===== src/rtl/m_dram_arbiter.sv =====
// Three-master DRAM arbiter (MMU > CPU/DMA) with strobe/busy handshake and per-access watchdog.
// Optional macro DRAM_ARB_RR_EN: round-robin between CPU and DMA instead of fixed CPU > DMA.
module m_dram_arbiter #(
  parameter int TIMEOUT = 4096,
  parameter int TW      = 13
) (
  input  logic        CLK,
  input  logic        RST,
  input  logic [2:0]  w_req,
  input  logic        w_lock0,
  input  logic [31:0] w_addr0,
  input  logic [31:0] w_addr1,
  input  logic [31:0] w_addr2,
  input  logic        w_we0,
  input  logic        w_we1,
  input  logic        w_we2,
  input  logic [31:0] w_wdata0,
  input  logic [31:0] w_wdata1,
  input  logic [31:0] w_wdata2,
  input  logic [2:0]  w_ctrl0,
  input  logic [2:0]  w_ctrl1,
  input  logic [2:0]  w_ctrl2,
  output logic [2:0]  w_grant,
  output logic [2:0]  w_done,
  output logic        w_err,
  output logic [31:0] w_rdata,
  output logic [31:0] w_dram_addr,
  output logic [31:0] w_dram_wdata,
  output logic [2:0]  w_dram_ctrl,
  output logic        w_dram_le,
  output logic        w_dram_we,
  input  logic        w_dram_busy,
  input  logic [31:0] w_dram_odata
);

  typedef enum logic [1:0] {
    S_IDLE  = 2'd0,
    S_ISSUE = 2'd1,
    S_WAIT  = 2'd2,
    S_DONE  = 2'd3
  } state_t;

  state_t         r_state;
  logic [2:0]     r_grant;
  logic [2:0]     r_done;
  logic           r_err;
  logic [31:0]    r_rdata;
  logic [31:0]    r_dram_addr;
  logic [31:0]    r_dram_wdata;
  logic [2:0]     r_dram_ctrl;
  logic           r_dram_le;
  logic           r_dram_we;
  logic           r_we;
  logic           r_lock;
  logic           r_first;
  logic [TW-1:0]  r_wdog;
`ifdef DRAM_ARB_RR_EN
  logic           r_rr_ptr;  // 0 = CPU preferred, 1 = DMA preferred
`endif

  logic [2:0]     w_pick;
  logic [31:0]    w_sel_addr;
  logic [31:0]    w_sel_wdata;
  logic [2:0]     w_sel_ctrl;
  logic           w_sel_we;

  // Winner selection; a held lock leaves only the MMU eligible.
  always_comb begin
    w_pick = 3'b000;
    if (w_req[0]) begin
      w_pick = 3'b001;
    end else if (!r_lock) begin
`ifdef DRAM_ARB_RR_EN
      if (w_req[1] && w_req[2]) w_pick = r_rr_ptr ? 3'b100 : 3'b010;
      else if (w_req[1])        w_pick = 3'b010;
      else if (w_req[2])        w_pick = 3'b100;
`else
      if (w_req[1])             w_pick = 3'b010;
      else if (w_req[2])        w_pick = 3'b100;
`endif
    end
  end

  always_comb begin
    w_sel_addr  = w_addr0;
    w_sel_wdata = w_wdata0;
    w_sel_ctrl  = w_ctrl0;
    w_sel_we    = w_we0;
    if (w_pick[1]) begin
      w_sel_addr  = w_addr1;
      w_sel_wdata = w_wdata1;
      w_sel_ctrl  = w_ctrl1;
      w_sel_we    = w_we1;
    end else if (w_pick[2]) begin
      w_sel_addr  = w_addr2;
      w_sel_wdata = w_wdata2;
      w_sel_ctrl  = w_ctrl2;
      w_sel_we    = w_we2;
    end
  end

  always_ff @(posedge CLK or posedge RST) begin
    if (RST) begin
      r_state      <= S_IDLE;
      r_grant      <= 3'b000;
      r_done       <= 3'b000;
      r_err        <= 1'b0;
      r_rdata      <= 32'd0;
      r_dram_addr  <= 32'd0;
      r_dram_wdata <= 32'd0;
      r_dram_ctrl  <= 3'd0;
      r_dram_le    <= 1'b0;
      r_dram_we    <= 1'b0;
      r_we         <= 1'b0;
      r_lock       <= 1'b0;
      r_first      <= 1'b0;
      r_wdog       <= '0;
`ifdef DRAM_ARB_RR_EN
      r_rr_ptr     <= 1'b0;
`endif
    end else begin
      r_done    <= 3'b000;
      r_err     <= 1'b0;
      r_dram_le <= 1'b0;
      r_dram_we <= 1'b0;
      case (r_state)
        S_IDLE: begin
          if (w_pick != 3'b000 && !w_dram_busy) begin
            // Strobes are registered here so they are high exactly during ISSUE.
            r_grant      <= w_pick;
            r_we         <= w_sel_we;
            r_dram_addr  <= w_sel_addr;
            r_dram_wdata <= w_sel_wdata;
            r_dram_ctrl  <= w_sel_ctrl;
            r_dram_le    <= !w_sel_we;
            r_dram_we    <= w_sel_we;
            r_state      <= S_ISSUE;
          end
        end
        S_ISSUE: begin
          r_wdog  <= '0;
          r_first <= 1'b1;
          r_state <= S_WAIT;
        end
        S_WAIT: begin
          r_first <= 1'b0;
          r_wdog  <= r_wdog + 1'b1;
          // busy lags the strobe by one cycle, so the first WAIT cycle is not trusted
          if (!r_first && !w_dram_busy) begin
            if (!r_we) r_rdata <= w_dram_odata;
            r_done  <= r_grant;
            r_state <= S_DONE;
          end else if (r_wdog == TW'(TIMEOUT - 1)) begin
            r_done  <= r_grant;
            r_err   <= 1'b1;
            r_state <= S_DONE;
          end
        end
        S_DONE: begin
          r_lock  <= w_lock0 & r_grant[0];
`ifdef DRAM_ARB_RR_EN
          if (r_grant[1] || r_grant[2]) r_rr_ptr <= ~r_rr_ptr;
`endif
          r_grant <= 3'b000;
          r_state <= S_IDLE;
        end
        default: r_state <= S_IDLE;
      endcase
    end
  end

  assign w_grant      = r_grant;
  assign w_done       = r_done;
  assign w_err        = r_err;
  assign w_rdata      = r_rdata;
  assign w_dram_addr  = r_dram_addr;
  assign w_dram_wdata = r_dram_wdata;
  assign w_dram_ctrl  = r_dram_ctrl;
  assign w_dram_le    = r_dram_le;
  assign w_dram_we    = r_dram_we;

endmodule


===== config.mk =====
export PLATFORM = sky130hd
export DESIGN_NAME = m_dram_arbiter
export DESIGN_NICKNAME = d
export VERILOG_FILES = /design/src/rtl/m_dram_arbiter.sv
export SDC_FILE = /design/constraint.sdc
export NUM_CORES = 1
export LEC_CHECK = 0
export ABC_AREA = 1
export CAP_MARGIN = 10
export CORE_UTILIZATION = 37
export DETAILED_ROUTE_END_ITERATION = 16
export PLACE_DENSITY = 0.75
export RECOVER_POWER = 25
export SLEW_MARGIN = 20
export SYNTH_ARGS = -nofsm -noshare
export SYNTH_HDL_FRONTEND = slang
export SYNTH_SLANG_ARGS = --single-unit

===== constraint.sdc =====
create_clock -name CLK -period 4.35 [get_ports CLK]
set_clock_uncertainty 0.1 [all_clocks]
set_input_delay 0.6525 -clock CLK [delete_from_list [all_inputs] [get_ports CLK]]
set_output_delay 0.6525 -clock CLK [all_outputs]
set_load 0.05 [all_outputs]

==> results.json <==
{
  "slew_viol_final": 101,
  "firstDrtPassIters": 5,
  "seq_area_frac_synth_pct": 44.3,
  "vias": 7638,
  "mostFrequentLayoutCells": "nand2_1, clkdlybuf4s50_1, dfrtp_1, inv_1, nand3_1",
  "avgSynthCellArea_um2": 6.89,
  "start_kind": "input port",
  "syn2layout_area_growth_pct": 59.5,
  "top_usage_layer": "met2",
  "grt_util_met1_pct": 27.7,
  "die_x_um": 141,
  "ys_ff_latch": 126,
  "use_met3_pct": 6.96,
  "dpl.hpwl_mm": 16.7,
  "drcViolationCount": 0,
  "power.density_nw_per_um2": 641,
  "cts_tree": "yes",
  "cts_buffers": 17,
  "cts_resized": 0,
  "start_util_pct": 37.9,
  "clockRootBuffer": "clkbuf_16",
  "n_antenna_cell": 0,
  "dp_slack_ps": 1410,
  "synth_cell_types": 26,
  "grt_pass1_vias": 7271,
  "nNetsFinal": 1601,
  "fin_setup_tns_ps": 0,
  "num-fill-cells": 1713,
  "htree_levels": 4,
  "whs_ps": 374,
  "globalRoute.totalOverflow": 0,
  "drt_iter0_markers": 346,
  "syn_inst": 1033,
  "grt_max_degree": 101,
  "worstSetupEndpointType": "asynchronous set/reset pin",
  "finalHoldViolCount": 0,
  "fin_crit_sh_pct": 59.9,
  "status": "complete, but fails checks",
  "pin_count": 351,
  "critPathArrivalTime_ps": 3100,
  "setup_slack_ps": 1740,
  "required_ps": 4840,
  "die_area_um2": 19800,
  "max_cap_viol_count": 1,
  "clk_latency_ps": 410,
  "hold_class": "reg -> reg",
  "relSlewSlack_pct": -45.3,
  "drive_above_1_share_pct": 3.59,
  "p_leak_uw": 0.00577,
  "syn_area_um2": 7120,
  "wl_per_cell_um": 14.9,
  "ys_warn_count": 0,
  "reg2reg_slack_ps": 2160,
  "grt_setup_unrepaired": "no",
  "antenna_left": 0,
  "violations": "capacitance limit, slew limit",
  "core_area_um2": 18800,
  "clock_sinks": 126,
  "row_count": 50,
  "period_minus_slack_ps": 2610,
  "fmax_mhz": 384,
  "viasPerCell": 4.77,
  "final_common_cell": "nand2_1",
  "worst_pin_slew_ps": 2180,
  "wirelength_mm": 23.9,
  "die_h_um": 141,
  "port_buffers": 350,
  "syn_nets": 1281,
  "crit_type": "in -> async",
  "antenna_found_initial": 0,
  "gp_congestion": 0.833,
  "ctsHoldBuffers": 0,
  "grt_use_total_pct": 24.4,
  "vdd_ir_drop_max_mv": 0.373,
  "globalRouteMet2Util_pct": 43.3,
  "post_cts_buffers": 0,
  "worstPathMaxFanout": 100,
  "grt_pass1_wl_mm": 37.5,
  "clk_pin_slew_ps": 50,
  "finalSetupViolCount": 0,
  "cts_buffer_depth": 2
}
==> state kept, by name, summed over array words and instances (netlist names) <==
name	cells
w_err	1
w_rdata	32
w_dram_wdata	32
w_grant	3
w_dram_le	1
w_dram_we	1
r_wdog	13
r_state	2
w_done	3
r_lock	1
r_first	1
r_we	1
w_dram_addr	32
w_dram_ctrl	3
==> routing by layer <==
layer	share of wire, %	vias up
li1	-	3807
met1	39	3480
met2	50	302
met3	7.7	49
met4	3.1	0
met5	0	-
==> kinds of logic (layout without fill, tap and decap cells) <==
kind of cell             after synthesis  in the layout  synth area share [%]
AO/OA/AOI/OAI                         48             48                  3.51
adder cells (fa/ha/maj)                5              5                 0.878
buffers and inverters                185            518                  10.4
flip-flops                           126            126                  44.3
AND/OR/NAND/NOR                      669            669                  40.9
==> where the power goes <==
part | leakage (µW) | internal (µW) | switching, µW | total (µW)
clock network | 0.000285 | 935 | 542 | 1480
logic | 0.00388 | 1290 | 2590 | 3880
registers | 0.00161 | 1640 | 288 | 1930
==> worst paths after layout <==
kind / startpoint / endpoint / cells after the start
worst min-delay path: r_we / r_we / 2
worst max register to register: r_state[0] / w_rdata[10] / 6
worst min register to register: r_we / r_we / 2
worst max-delay path: RST / r_wdog[7] / 3
min in group asynchronous: RST / w_rdata[3] / 2
max in group CLK: w_req[1] / w_dram_addr[8] / 9
==> synth_stat cells <==
cell type | n | area [µm²]
a21boi_0 | 3 | 22.5
o21ai_0 | 35 | 175
nand3b_1 | 68 | 510
ha_1 | 5 | 62.6
buf_2 | 16 | 80.1
nand2_1 | 480 | 1800
clkbuf_1 | 34 | 128
clkinv_1 | 1 | 3.75
o21bai_1 | 1 | 7.51
buf_4 | 7 | 52.6
or2_2 | 2 | 12.5
nor2_2 | 2 | 12.5
inv_1 | 124 | 465
inv_2 | 2 | 7.51
nand4_1 | 2 | 12.5
or2_1 | 1 | 6.26
o21ai_1 | 1 | 5.00
nand3_1 | 88 | 440
a21oi_1 | 8 | 40.0
nor3b_1 | 1 | 7.51
clkbuf_2 | 1 | 5.00
nand2_2 | 1 | 6.26
nand3_2 | 1 | 10.0
dfrtp_1 | 126 | 3150
nor3_1 | 6 | 30.0
nor2_1 | 17 | 63.8
==> through the flow <==
step	cell area [µm²]	power (µW)	instances	util [%]
finish	11400	7290	1600	60.5
global route	11400	7670	1600	60.5
CTS	11400	7340	1600	60.6
detailed placement	10800	5830	1568	57.3
global placement	10800	5780	1568	57.3
floorplan	7120	4390	1033	-
==> critical path, stage by stage <==
cell and delay (ps):
dlygate4sd3_1 570, clkinvlp_4 1380, buf_4 440
==> cell type report <==
cell class	instances	area (µm²)	share of cell area, %
clock inverter	12	159	1.40
multi-input combinational	722	3240	28.5
timing repair buffer	359	3580	31.5
sequential	126	3150	27.8
tap	234	293	2.58
clock buffer	20	457	4.02
inverter	127	480	4.23
Note: power is estimated with default switching activity, not from simulation.
